<file path="src/rtl/pipe_int_ctrl_pkg.sv">
// -----------------------------------------------------------------------------
// pipe_int_ctrl_pkg
// Shared pipeline-control definitions: interrupt sequencer states, PC source
// codes, injected micro-op codes and the default drain length.
// -----------------------------------------------------------------------------
package pipe_int_ctrl_pkg;

  typedef enum logic [2:0] {
    IDLE       = 3'd0,
    DRAIN      = 3'd1,
    SAVE_PC    = 3'd2,
    SAVE_FLAGS = 3'd3,
    VECTOR     = 3'd4
  } state_e;

  localparam logic [1:0] PC_SEL_SEQ    = 2'b00;
  localparam logic [1:0] PC_SEL_BRANCH = 2'b01;
  localparam logic [1:0] PC_SEL_VECTOR = 2'b10;

  localparam logic [1:0] INJ_NONE       = 2'b00;
  localparam logic [1:0] INJ_PUSH_PC    = 2'b01;
  localparam logic [1:0] INJ_PUSH_FLAGS = 2'b10;

  localparam int unsigned DRAIN_CYC_DEFAULT = 32'd3;

endpackage

</file>
<file path="src/rtl/pipe_int_ctrl_edge.sv">
// -----------------------------------------------------------------------------
// int_edge_latch
// Detects a rising edge of the interrupt request level and holds it as a
// pending flag until the sequencer takes the vector.
// Ports:
//   clk      in  clock
//   rst      in  asynchronous active-low reset
//   int_req  in  interrupt request level
//   clr      in  vector taken this cycle; clears pending
//   pending  out latched interrupt awaiting service
// -----------------------------------------------------------------------------
module int_edge_latch (
  input  logic clk,
  input  logic rst,
  input  logic int_req,
  input  logic clr,
  output logic pending
);

  logic int_req_prev_r;
  logic pending_r;
  logic rise_s;

  assign rise_s  = int_req & ~int_req_prev_r;
  assign pending = pending_r;

  // Previous request level and pending flag; a clear wins over a new edge,
  // and edges arriving while already pending are simply absorbed.
  always_ff @(posedge clk or negedge rst) begin
    if (!rst) begin
      int_req_prev_r <= 1'b0;
      pending_r      <= 1'b0;
    end else begin
      int_req_prev_r <= int_req;
      if (clr) begin
        pending_r <= 1'b0;
      end else if (rise_s) begin
        pending_r <= 1'b1;
      end else begin
        pending_r <= pending_r;
      end
    end
  end

endmodule

</file>
<file path="src/rtl/pipe_int_ctrl.sv">
// -----------------------------------------------------------------------------
// pipe_int_ctrl
// Pipeline stall/flush control with an interrupt entry sequencer: drains the
// pipe, injects push-PC and push-flags micro-ops, then redirects to the vector.
// Outputs are combinational from state and inputs.
// Ports:
//   clk, rst          clock, asynchronous active-low reset
//   int_req           interrupt request level
//   load_use_hazard   decode load-use hazard
//   branch_taken      execute redirect
//   mem_busy          memory stage stall
//   fd_enable/fd_flush, de_flush, pc_enable, pc_sel, inject_op
//   int_ack           one-cycle pulse when the vector is taken
//   int_pending       latched interrupt awaiting service
// -----------------------------------------------------------------------------
module pipe_int_ctrl
  import pipe_int_ctrl_pkg::*;
#(
  parameter int unsigned DRAIN_CYC = DRAIN_CYC_DEFAULT
) (
  input  logic       clk,
  input  logic       rst,
  input  logic       int_req,
  input  logic       load_use_hazard,
  input  logic       branch_taken,
  input  logic       mem_busy,
  output logic       fd_enable,
  output logic       fd_flush,
  output logic       de_flush,
  output logic       pc_enable,
  output logic [1:0] pc_sel,
  output logic [1:0] inject_op,
  output logic       int_ack,
  output logic       int_pending
);

  // Counter is loaded with DRAIN_CYC-1 so that DRAIN lasts DRAIN_CYC
  // non-stalled cycles, the last of them at count zero.
  localparam logic [3:0] CNT_LOAD = 4'(DRAIN_CYC - 32'd1);

  state_e     state_r, state_s;
  logic [3:0] cnt_r, cnt_s;
  logic       pending_s;
  logic       fd_enable_s, fd_flush_s, de_flush_s, pc_enable_s, int_ack_s;
  logic [1:0] pc_sel_s, inject_op_s;

  int_edge_latch u_edge (
    .clk     (clk),
    .rst     (rst),
    .int_req (int_req),
    .clr     (int_ack_s),
    .pending (pending_s)
  );

  // State and drain counter registers.
  always_ff @(posedge clk or negedge rst) begin
    if (!rst) begin
      state_r <= IDLE;
      cnt_r   <= 4'd0;
    end else begin
      state_r <= state_s;
      cnt_r   <= cnt_s;
    end
  end

  // Next-state, counter and raw output decode.
  always_comb begin
    state_s     = state_r;
    cnt_s       = cnt_r;
    fd_enable_s = 1'b0;
    fd_flush_s  = 1'b0;
    de_flush_s  = 1'b0;
    pc_enable_s = 1'b0;
    pc_sel_s    = PC_SEL_SEQ;
    inject_op_s = INJ_NONE;
    int_ack_s   = 1'b0;
    case (state_r)
      IDLE: begin
        if (mem_busy) begin
          fd_enable_s = 1'b0;
          pc_enable_s = 1'b0;
        end else if (branch_taken) begin
          pc_sel_s    = PC_SEL_BRANCH;
          pc_enable_s = 1'b1;
          fd_enable_s = 1'b1;
          fd_flush_s  = 1'b1;
          de_flush_s  = 1'b1;
        end else if (load_use_hazard) begin
          de_flush_s  = 1'b1;
        end else begin
          fd_enable_s = 1'b1;
          pc_enable_s = 1'b1;
        end
        // The normal IDLE outputs above still apply on the cycle we leave.
        if (pending_s && !mem_busy) begin
          state_s = DRAIN;
          cnt_s   = CNT_LOAD;
        end else begin
          state_s = IDLE;
        end
      end
      DRAIN: begin
        de_flush_s = 1'b1;
        // A late redirect still has to be honoured; it does not disturb
        // the drain count.
        if (branch_taken) begin
          pc_sel_s    = PC_SEL_BRANCH;
          pc_enable_s = 1'b1;
          fd_flush_s  = 1'b1;
        end else begin
          pc_sel_s    = PC_SEL_SEQ;
        end
        if (mem_busy) begin
          cnt_s = cnt_r;
        end else if (cnt_r == 4'd0) begin
          state_s = SAVE_PC;
        end else begin
          cnt_s = cnt_r - 4'd1;
        end
      end
      SAVE_PC: begin
        inject_op_s = INJ_PUSH_PC;
        if (!mem_busy) begin
          state_s = SAVE_FLAGS;
        end else begin
          state_s = SAVE_PC;
        end
      end
      SAVE_FLAGS: begin
        inject_op_s = INJ_PUSH_FLAGS;
        if (!mem_busy) begin
          state_s = VECTOR;
        end else begin
          state_s = SAVE_FLAGS;
        end
      end
      VECTOR: begin
        pc_sel_s   = PC_SEL_VECTOR;
        fd_flush_s = 1'b1;
        de_flush_s = 1'b1;
        if (!mem_busy) begin
          pc_enable_s = 1'b1;
          int_ack_s   = 1'b1;
          state_s     = IDLE;
        end else begin
          state_s     = VECTOR;
        end
      end
      default: begin
        state_s = IDLE;
        cnt_s   = 4'd0;
      end
    endcase
  end

  // Reset overrides the decoded outputs immediately, independent of the clock.
  always_comb begin
    if (!rst) begin
      fd_enable = 1'b0;
      fd_flush  = 1'b1;
      de_flush  = 1'b1;
      pc_enable = 1'b0;
      pc_sel    = PC_SEL_SEQ;
      inject_op = INJ_NONE;
      int_ack   = 1'b0;
    end else begin
      fd_enable = fd_enable_s;
      fd_flush  = fd_flush_s;
      de_flush  = de_flush_s;
      pc_enable = pc_enable_s;
      pc_sel    = pc_sel_s;
      inject_op = inject_op_s;
      int_ack   = int_ack_s;
    end
  end

  assign int_pending = pending_s;

endmodule
</file>
<file path="config.mk">
export PLATFORM = sky130hd
export DESIGN_NAME = pipe_int_ctrl
export DESIGN_NICKNAME = d
export VERILOG_FILES = /design/src/rtl/pipe_int_ctrl_pkg.sv /design/src/rtl/pipe_int_ctrl_edge.sv /design/src/rtl/pipe_int_ctrl.sv
export SDC_FILE = /design/constraint.sdc
export NUM_CORES = 1
export LEC_CHECK = 0
export BUFFER_PORTS_ARGS = -buffer_cell sky130_fd_sc_hd__buf_4
export CORE_ASPECT_RATIO = 1.4
export CORE_MARGIN = 2
export CORE_UTILIZATION = 30
export CTS_CLUSTER_SIZE = 14
export DETAILED_ROUTE_END_ITERATION = 10
export RECOVER_POWER = 25
export SLEW_MARGIN = 20
export SYNTH_ARGS = -nofsm -noshare
export SYNTH_HDL_FRONTEND = slang
export SYNTH_SLANG_ARGS = --single-unit
</file>
<file path="constraint.sdc">
create_clock -name clk -period 1.52 [get_ports clk]
set_input_delay 0.076 -clock clk [delete_from_list [all_inputs] [get_ports clk]]
set_output_delay 0.076 -clock clk [all_outputs]
set_load 0.02 [all_outputs]
</file>
==> results of run 1 <==
## metrics by stage
step / total power (uW) / util, % / TNS, ns / cells
3_5_place_dp: 1150 / 39.5 / 0 / 118
6_report: 1420 / 44.4 / 0 / 129
2_1_floorplan: 932 / - / 0 / 83
3_3_place_gp: 1140 / 39.5 / 0 / 118
5_1_grt: 1550 / 44.4 / -0.146 / 129
4_1_cts: 1340 / 42.0 / 0 / 124
## repair_timing
action                                  4_1_cts  5_1_grt
gates resized for setup                       2        2
hold buffers                                  2        0
hold endpoints to repair                     10        0
endpoints found under the setup margin        3       10
setup buffers                                 0        5
pin swaps                                     0        0
## path summary, 6_finish.rpt
check,start,endpoint,slack [ns],depth (start not counted)
max,state_r[0],de_flush,0.05,4
min reg2reg,state_r[2],state_r[0],0.58,1
max in group asynchronous,rst,state_r[2],1.15,2
max reg2reg,cnt_r[1],cnt_r[2],0.08,6
min,mem_busy,state_r[0],0.12,2
min in group asynchronous,rst,cnt_r[3],0.20,2
## Yosys cell counts (all sizes together)
| cell type | n |
|---|---|
| mux2 | 1 |
| nand4 | 1 |
| o311a | 1 |
| a2111oi | 1 |
| nor3b | 3 |
| a21o | 3 |
| nor2b | 1 |
| a21oi | 7 |
| nand2b | 2 |
| nor4 | 1 |
| nand2 | 8 |
| and2 | 2 |
| o21ai | 9 |
| inv | 8 |
| o31ai | 1 |
| a31oi | 3 |
| nor3 | 4 |
| nand3 | 1 |
| o21a | 1 |
| buf | 4 |
| ha | 2 |
| dfrtp | 9 |
| nor2 | 8 |
| and3 | 2 |
## cells by family after synthesis
family	count (synthesis)
and+or+nand+nor	33
muxes	1
adders and majority gates	2
DFF	9
AOI/OAI and AO/OA	26
buffers and inverters	12
## sequential cells by signal (all words and copies together), names as in the netlist
| register | count |
|---|---|
| cnt_r | 4 |
| u_edge.pending | 1 |
| u_edge.int_req_prev_r | 1 |
| state_r | 3 |
## where the power goes
group | switching (uW) | total (uW) | internal, uW | leakage, uW
Clock | 83.3 | 184 | 101 | 0.0000150
Sequential | 113 | 431 | 317 | 0.000104
Combinational | 399 | 801 | 402 | 0.000318
## routing by layer
| metal | track usage (%) | up-vias | share of wire (%) |
|---|---|---|---|
| met1 | 15.3 | 307 | 43 |
| met5 | 0 | - | 0 |
| li1 | - | 341 | - |
| met3 | 2.74 | 4 | 3.1 |
| met4 | 9.09 | 0 | 2.8 |
| met2 | 21.7 | 13 | 51 |
## layout make-up
cell class	count	share of cell area, %
Tap cell	21	2.96
Timing Repair Buffer	25	21.7
Clock buffer	4	2.96
Sequential cell	9	25.7
Inverter	8	3.39
Multi-Input combinational cell	62	43.3
==> results.rst, run 1 <==
.. list-table::
   :header-rows: 1

   * - Metric
     - Value
   * - Outcome
     - finished clean
   * - Main combinational cell family by area after synthesis
     - simple AND/OR/NAND/NOR gates
   * - Commonest cells after routing, fill and taps aside
     - 23 x buf_4, 8 x inv_1, 8 x nand2_1, 8 x o21ai_0
   * - Seq cells post-synth
     - 9
   * - Detailed Routing Iterations Pass 1
     - 4
   * - Share of the synthesized area in the top cell type
     - 34.7%
   * - Filler instances
     - 200
   * - Final weighted congestion of routability-driven global placement
     - roughly 0.76
   * - Starting density of the core
     - between 30% and 40%
   * - DRC violation count after routing
     - 0
   * - Number of H-tree levels
     - 1
   * - Synthesized area per cell
     - roughly 7.8 um^2
   * - Number of standard cells after synthesis
     - between 80 and 90
   * - Total CTS buffers
     - 3
   * - Share of layout cells above drive strength 1
     - ~31%
   * - Die Y-Extent
     - ~59 um
   * - Worst-path maximum fanout
     - 7
   * - Final net count
     - approximately 120
   * - Adder-cell area share of the yosys netlist
     - under 10%
   * - Port buffer count
     - 15
   * - Maximum resistive drop on vdd
     - around 0.00075 V
   * - Count of yosys warnings during synthesis
     - 0
   * - Routed vias/inst
     - just over 5
   * - Site row count
     - 19
   * - Final Setup Violations
     - 0
   * - Post-place setup slack
     - roughly 0.06 ns
   * - Arr. time, crit path
     - ~1.4 ns
   * - Number of global-route vias before repair
     - slightly below 600
   * - Cell area after placement
     - about 800 um^2
   * - Proportion of synthesized chip area in sequential cells
     - roughly a third
   * - Setup slack of the critical path after layout
     - approximately 0.048 ns
   * - Routed wire length
     - ~1.5 mm
   * - Largest stage delay, worst path
     - between 0.4 and 0.5 ns
   * - Share of the synthesized netlist area taken by xor and xnor gates
     - 0%
   * - Most repeated library cell on the critical path
     - buf_4
   * - DR WL/cell
     - around 12 um
   * - Final hold vios
     - 0
   * - Upper clock frequency limit
     - around 680 MHz
   * - Die span in x
     - ~43 um
   * - Top cells by area, synth
     - dfrtp_1 35%, o21ai_0 6.2%, a21oi_1 5.4%
   * - Fraction of the cycle the final worst path needs
     - slightly below 100%
   * - Worst hold-check slack
     - ~0.12 ns
   * - Path type of the worst min-delay path
     - in -> reg
   * - RSZ-0062 raised after global routing
     - yes
   * - Clock-pin transition on the worst setup and hold timing paths
     - roughly 0.060 ns
   * - Summed instance area of the synthesized netlist
     - ~650 um^2
   * - Synth Area in Compound Gates
     - roughly 24%
   * - Count of antenna diodes in the layout
     - 0
   * - I/O Pins
     - 16
   * - TritonCTS clock tree
     - yes
   * - Area taken by flip-flops and latches
     - between 200 and 250 um^2
   * - Number of DRC violations after detailed-routing iteration 0
     - 9
   * - Root buf cell
     - clkbuf_4
   * - Number of unique standard cell types used by synthesis
     - 28
   * - Antenna violations before repair
     - 0
   * - Pin count of the biggest net entering global routing
     - 16
   * - Nature of the critical path startpoint
     - flip-flop
   * - Core Region
     - between 0.0015 and 0.002 mm^2
   * - Total Die Area
     - roughly 0.0026 mm^2
   * - Wire length of the first global-routing pass
     - 2.50 mm
   * - Leakage power
     - 0.000438 uW
   * - Count of pins over their slew limit
     - 0
   * - Finished Cell Area
     - approximately 890 um^2
   * - Via total after detailed routing
     - between 600 and 700
   * - Global router's overall resource usage
     - about an eighth
   * - Area of the multi-input gates
     - 384 um^2
   * - Startpoint-to-endpoint class of the critical path
     - reg -> out
   * - Cell chain of the critical path
     - buf_4 > a21o_1 > o21ai_0 > buf_4
   * - Cell at the slowest stage of the critical path
     - dfrtp_2
   * - Number of clock sinks seen by CTS
     - 9
   * - Area overhead of the layout relative to synthesis
     - 36.9%
   * - Syn Nets
     - between 90 and 100
   * - Maximum capacitance violations
     - 0
   * - Dominant delay contributor by cell family on the critical path
     - flip-flops
   * - Top cell type by total area after synthesis
     - dfrtp_1
   * - Worst-Skew Late Latency
     - about 0.26 ns
   * - Worst setup EP type
     - primary output
   * - Simple logic cell fraction of the synthesized area
     - between 20% and 30%
   * - Fraction of synthesized area in multiplexers
     - around 2.3%
   * - Worst Skew
     - around 0.0014 ns
   * - Post-detailed-route count of antenna-violating nets
     - 0
   * - Most frequent standard cell in the layout excluding fill and tap cells
     - buf_4
   * - Overflow left after global routing
     - 0
   * - Pwr dens
     - 1600 mW/mm^2
   * - Required time of the critical path
     - between 1 and 1.5 ns
   * - Number of buffer and inverter stages on the critical path
     - 2
   * - Transition time at the pin with the least slew margin
     - around 0.33 ns
   * - DP HPWL
     - between 1 and 1.5 mm
   * - Maximum clock insertion buffer count
     - 2
   * - Tightest slew margin relative to the limit
     - about 78%
   * - Min Tclk post-route
     - between 1 and 1.5 ns
Note: power is estimated with default switching activity, not from simulation.
==> inputs of run 2 (changes only) <==
--- a/config.mk
+++ b/config.mk
@@ -6,11 +6,11 @@
 export NUM_CORES = 1
 export LEC_CHECK = 0
 export BUFFER_PORTS_ARGS = -buffer_cell sky130_fd_sc_hd__buf_4
-export CORE_ASPECT_RATIO = 1.4
 export CORE_MARGIN = 2
-export CORE_UTILIZATION = 30
+export CORE_UTILIZATION = 50
 export CTS_CLUSTER_SIZE = 14
 export DETAILED_ROUTE_END_ITERATION = 10
+export PLACE_DENSITY = 0.76
 export RECOVER_POWER = 25
 export SLEW_MARGIN = 20
 export SYNTH_ARGS = -nofsm -noshare
==> run 2 against run 1 <==
Power rose by 7.2%. Core utilization rose by 35 points. Worst setup slack got worse by 0.0091 ns. First-iteration DRC count rose by 78%. Register-to-register slack barely moved. Sequential power rose by 3%. Via count rose by 3.8%. Critical path depth rose by 1. Largest cell class unchanged. Largest power group unchanged.
==> results.rst, run 2 (synthesized netlist as in run 1, its figures left out) <==
.. list-table::
   :header-rows: 1

   * - Metric
     - Value
   * - Outcome
     - finished clean
   * - Number of DRC violations after detailed-routing iteration 0
     - 16 (+7)
   * - Fraction of the cycle the final worst path needs
     - 97.5% (+0.60 points)
   * - DP HPWL
     - 1.08 mm (-1.5%)
   * - Overflow left after global routing
     - 0 (unchanged)
   * - Antenna violations before repair
     - 0 (unchanged)
   * - Worst-Skew Late Latency
     - 0.27 ns (about the same)
   * - Final hold vios
     - 0 (unchanged)
   * - Clock-pin transition on the worst setup and hold timing paths
     - 0.06 ns (about the same)
   * - Cell area after placement
     - 788 um^2 (-0.16%)
   * - Register containing the most flip-flops in the final layout
     - cnt_r
   * - Transition time at the pin with the least slew margin
     - 0.394 ns (+0.0612 ns)
   * - Commonest cells after routing, fill and taps aside
     - 19 x buf_4, 8 x nand2_1, 8 x o21ai_0
   * - Total CTS buffers
     - 3 (unchanged)
   * - Biggest registers after layout
     - cnt_r x4, state_r x3
   * - Total Die Area
     - 0.00160 mm^2 (-37%)
   * - Count of antenna diodes in the layout
     - 0 (unchanged)
   * - Clock network power share
     - 12.8% (-0.2 points)
   * - Cell at the slowest stage of the critical path
     - dfrtp_2
   * - Worst setup EP type
     - primary output
   * - Number of global-route vias before repair
     - 589 (+0.34%)
   * - Routed wire length
     - 1.71 mm (+11%)
   * - Count of pins over their slew limit
     - 0 (unchanged)
   * - Finished Cell Area
     - 922 um^2 (+3.9%)
   * - Leakage power
     - 0.000433 uW (-1.1%)
   * - Arr. time, crit path
     - 1.41 ns (about the same)
   * - Maximum capacitance violations
     - 0 (unchanged)
   * - Startpoint-to-endpoint class of the critical path
     - reg -> out
   * - Routed vias/inst
     - 5.70 (+11%)
   * - Final weighted congestion of routability-driven global placement
     - 0.774 (+1.5%)
   * - Global router's overall resource usage
     - 23.6% (+10 points)
   * - Post-detailed-route count of antenna-violating nets
     - 0 (unchanged)
   * - Detailed Routing Iterations Pass 1
     - 4 (unchanged)
   * - Nature of the critical path startpoint
     - flip-flop
   * - Maximum clock insertion buffer count
     - 2 (unchanged)
   * - Site row count
     - 12 (-7)
   * - Number of flip-flops under the largest register name
     - 4 (unchanged)
   * - Area overhead of the layout relative to synthesis
     - 42.3%
   * - Gate power share
     - 57.9% (+1.3 points)
   * - Number of buffer and inverter stages on the critical path
     - 2 (unchanged)
   * - Switching Power
     - 665 uW (+12%)
   * - TritonCTS clock tree
     - yes
   * - Final Setup Violations
     - 0 (unchanged)
   * - Cell chain of the critical path
     - buf_6 > nor2_4 > and3_4 > and2_4 > buf_6
   * - Pwr dens
     - 1650 mW/mm^2 (+3.1%)
   * - Wire length of the first global-routing pass
     - 2.46 mm (-1.6%)
   * - Root buf cell
     - clkbuf_4
   * - DRC violation count after routing
     - 0 (unchanged)
   * - Final net count
     - 116 (-0.85%)
   * - DR WL/cell
     - 14.1 um (+19%)
   * - I/O Pins
     - 16 (unchanged)
   * - Share of layout cells above drive strength 1
     - 38.3% (+7.8 points)
   * - Worst Skew
     - 0.00261 ns (+0.00120 ns)
   * - Number of H-tree levels
     - 1 (unchanged)
   * - Tightest slew margin relative to the limit
     - 73.7% (-3.9 points)
   * - Path type of the worst min-delay path
     - in -> reg
   * - Starting density of the core
     - 56.1% (+24 points)
   * - Pin count of the biggest net entering global routing
     - 15 (-1)
   * - Die Y-Extent
     - 40.0 um (-32%)
   * - Most frequent standard cell in the layout excluding fill and tap cells
     - buf_4
   * - Required time of the critical path
     - 1.44 ns (about the same)
   * - Via total after detailed routing
     - 690 (+3.8%)
   * - Net switching share of the total power
     - 43.8% (+1.7 points)
   * - Port buffer count
     - 15 (unchanged)
   * - Maximum resistive drop on vdd
     - 0.000968 V (+30%)
   * - RSZ-0062 raised after global routing
     - yes
   * - Upper clock frequency limit
     - 675 MHz (-0.62%)
   * - Most repeated library cell on the critical path
     - buf_6
   * - Min Tclk post-route
     - 1.48 ns (+0.00914 ns)
   * - Number of clock sinks seen by CTS
     - 9 (unchanged)
   * - Sequential share of power
     - 29.4% (-1.0 points)
   * - Die span in x
     - 40.0 um (-7.6%)
   * - Dominant delay contributor by cell family on the critical path
     - flip-flops
   * - Core Region
     - 0.00116 mm^2 (-42%)
   * - Worst hold-check slack
     - 0.102 ns (-0.0149 ns)
   * - Pint
     - 853 uW (+4.0%)
   * - Largest stage delay, worst path
     - 0.45 ns (about the same)
   * - Worst-path maximum fanout
     - 6 (-1)
[run 2: cell types whose count changed in the layout (fill, tap and decap cells not counted), moves of 2 or more]
cell / previous run / this run
nor2_4: 0 / 2
buf_6: 0 / 3
inv_2: 0 / 3
inv_1: 8 / 5
buf_4: 23 / 19
[run 2: cell type report]
| class | count | area [um^2] |
|---|---|---|
| tap | 14 | 17.5 |
| fill | 74 | 234 |
| multi-input combinational | 62 | 424 |
| clock buffer | 4 | 26.3 |
| timing repair buffer | 24 | 196 |
| sequential | 9 | 228 |
| inverter | 8 | 30.0 |
[run 2: routing by layer]
layer / share of wire, % / track usage [%]
met5: 0 / 0
met4: 1.3 / 10.3
met1: 45 / 29.8
met3: 4.1 / 5.00
met2: 49 / 38.3
[run 2: final timing paths]
path	startpoint	endpoint	slack (ns)	cells past startpoint
setup / recovery	state_r[0]	int_ack	0.04	5
hold / removal	mem_busy	state_r[0]	0.10	2
setup reg to reg	cnt_r[0]	cnt_r[1]	0.08	5
hold reg to reg	cnt_r[0]	cnt_r[0]	0.55	1
max in group asynchronous	rst	state_r[2]	1.19	2
min in group asynchronous	rst	cnt_r[0]	0.18	2
[run 2: repair_timing]
item                                   in CTS  in global routing
setup endpoints to repair                   2                 10
pin swaps                                   0                  4
resized for setup                           2                 17
hold buffers                                2                  0
setup buffers                               0                  3
endpoints found under the hold margin      10                  0
gates cloned                                0                  0
[run 2: power groups by stage]
stage	combinational (uW)	clock (uW)	sequential [uW]
after floorplan	550	0	382
after global placement	710	0	422
after detailed placement	715	0	423
after CTS	727	200	421
after global routing	989	208	457
final	879	194	446
[run 2: stage by stage]
step / setup TNS [ns] / worst slack, ns / util [%] / instances / power, uW
2_1_floorplan: 0 / 0.187 / - / 83 / 932
3_3_place_gp: 0 / 0.100 / 68.2 / 112 / 1130
3_5_place_dp: 0 / 0.0585 / 68.2 / 112 / 1140
4_1_cts: 0 / 0.00203 / 72.5 / 118 / 1350
5_1_grt: -0.0402 / -0.0402 / 79.8 / 121 / 1650
6_report: 0 / 0.0384 / 79.8 / 121 / 1520
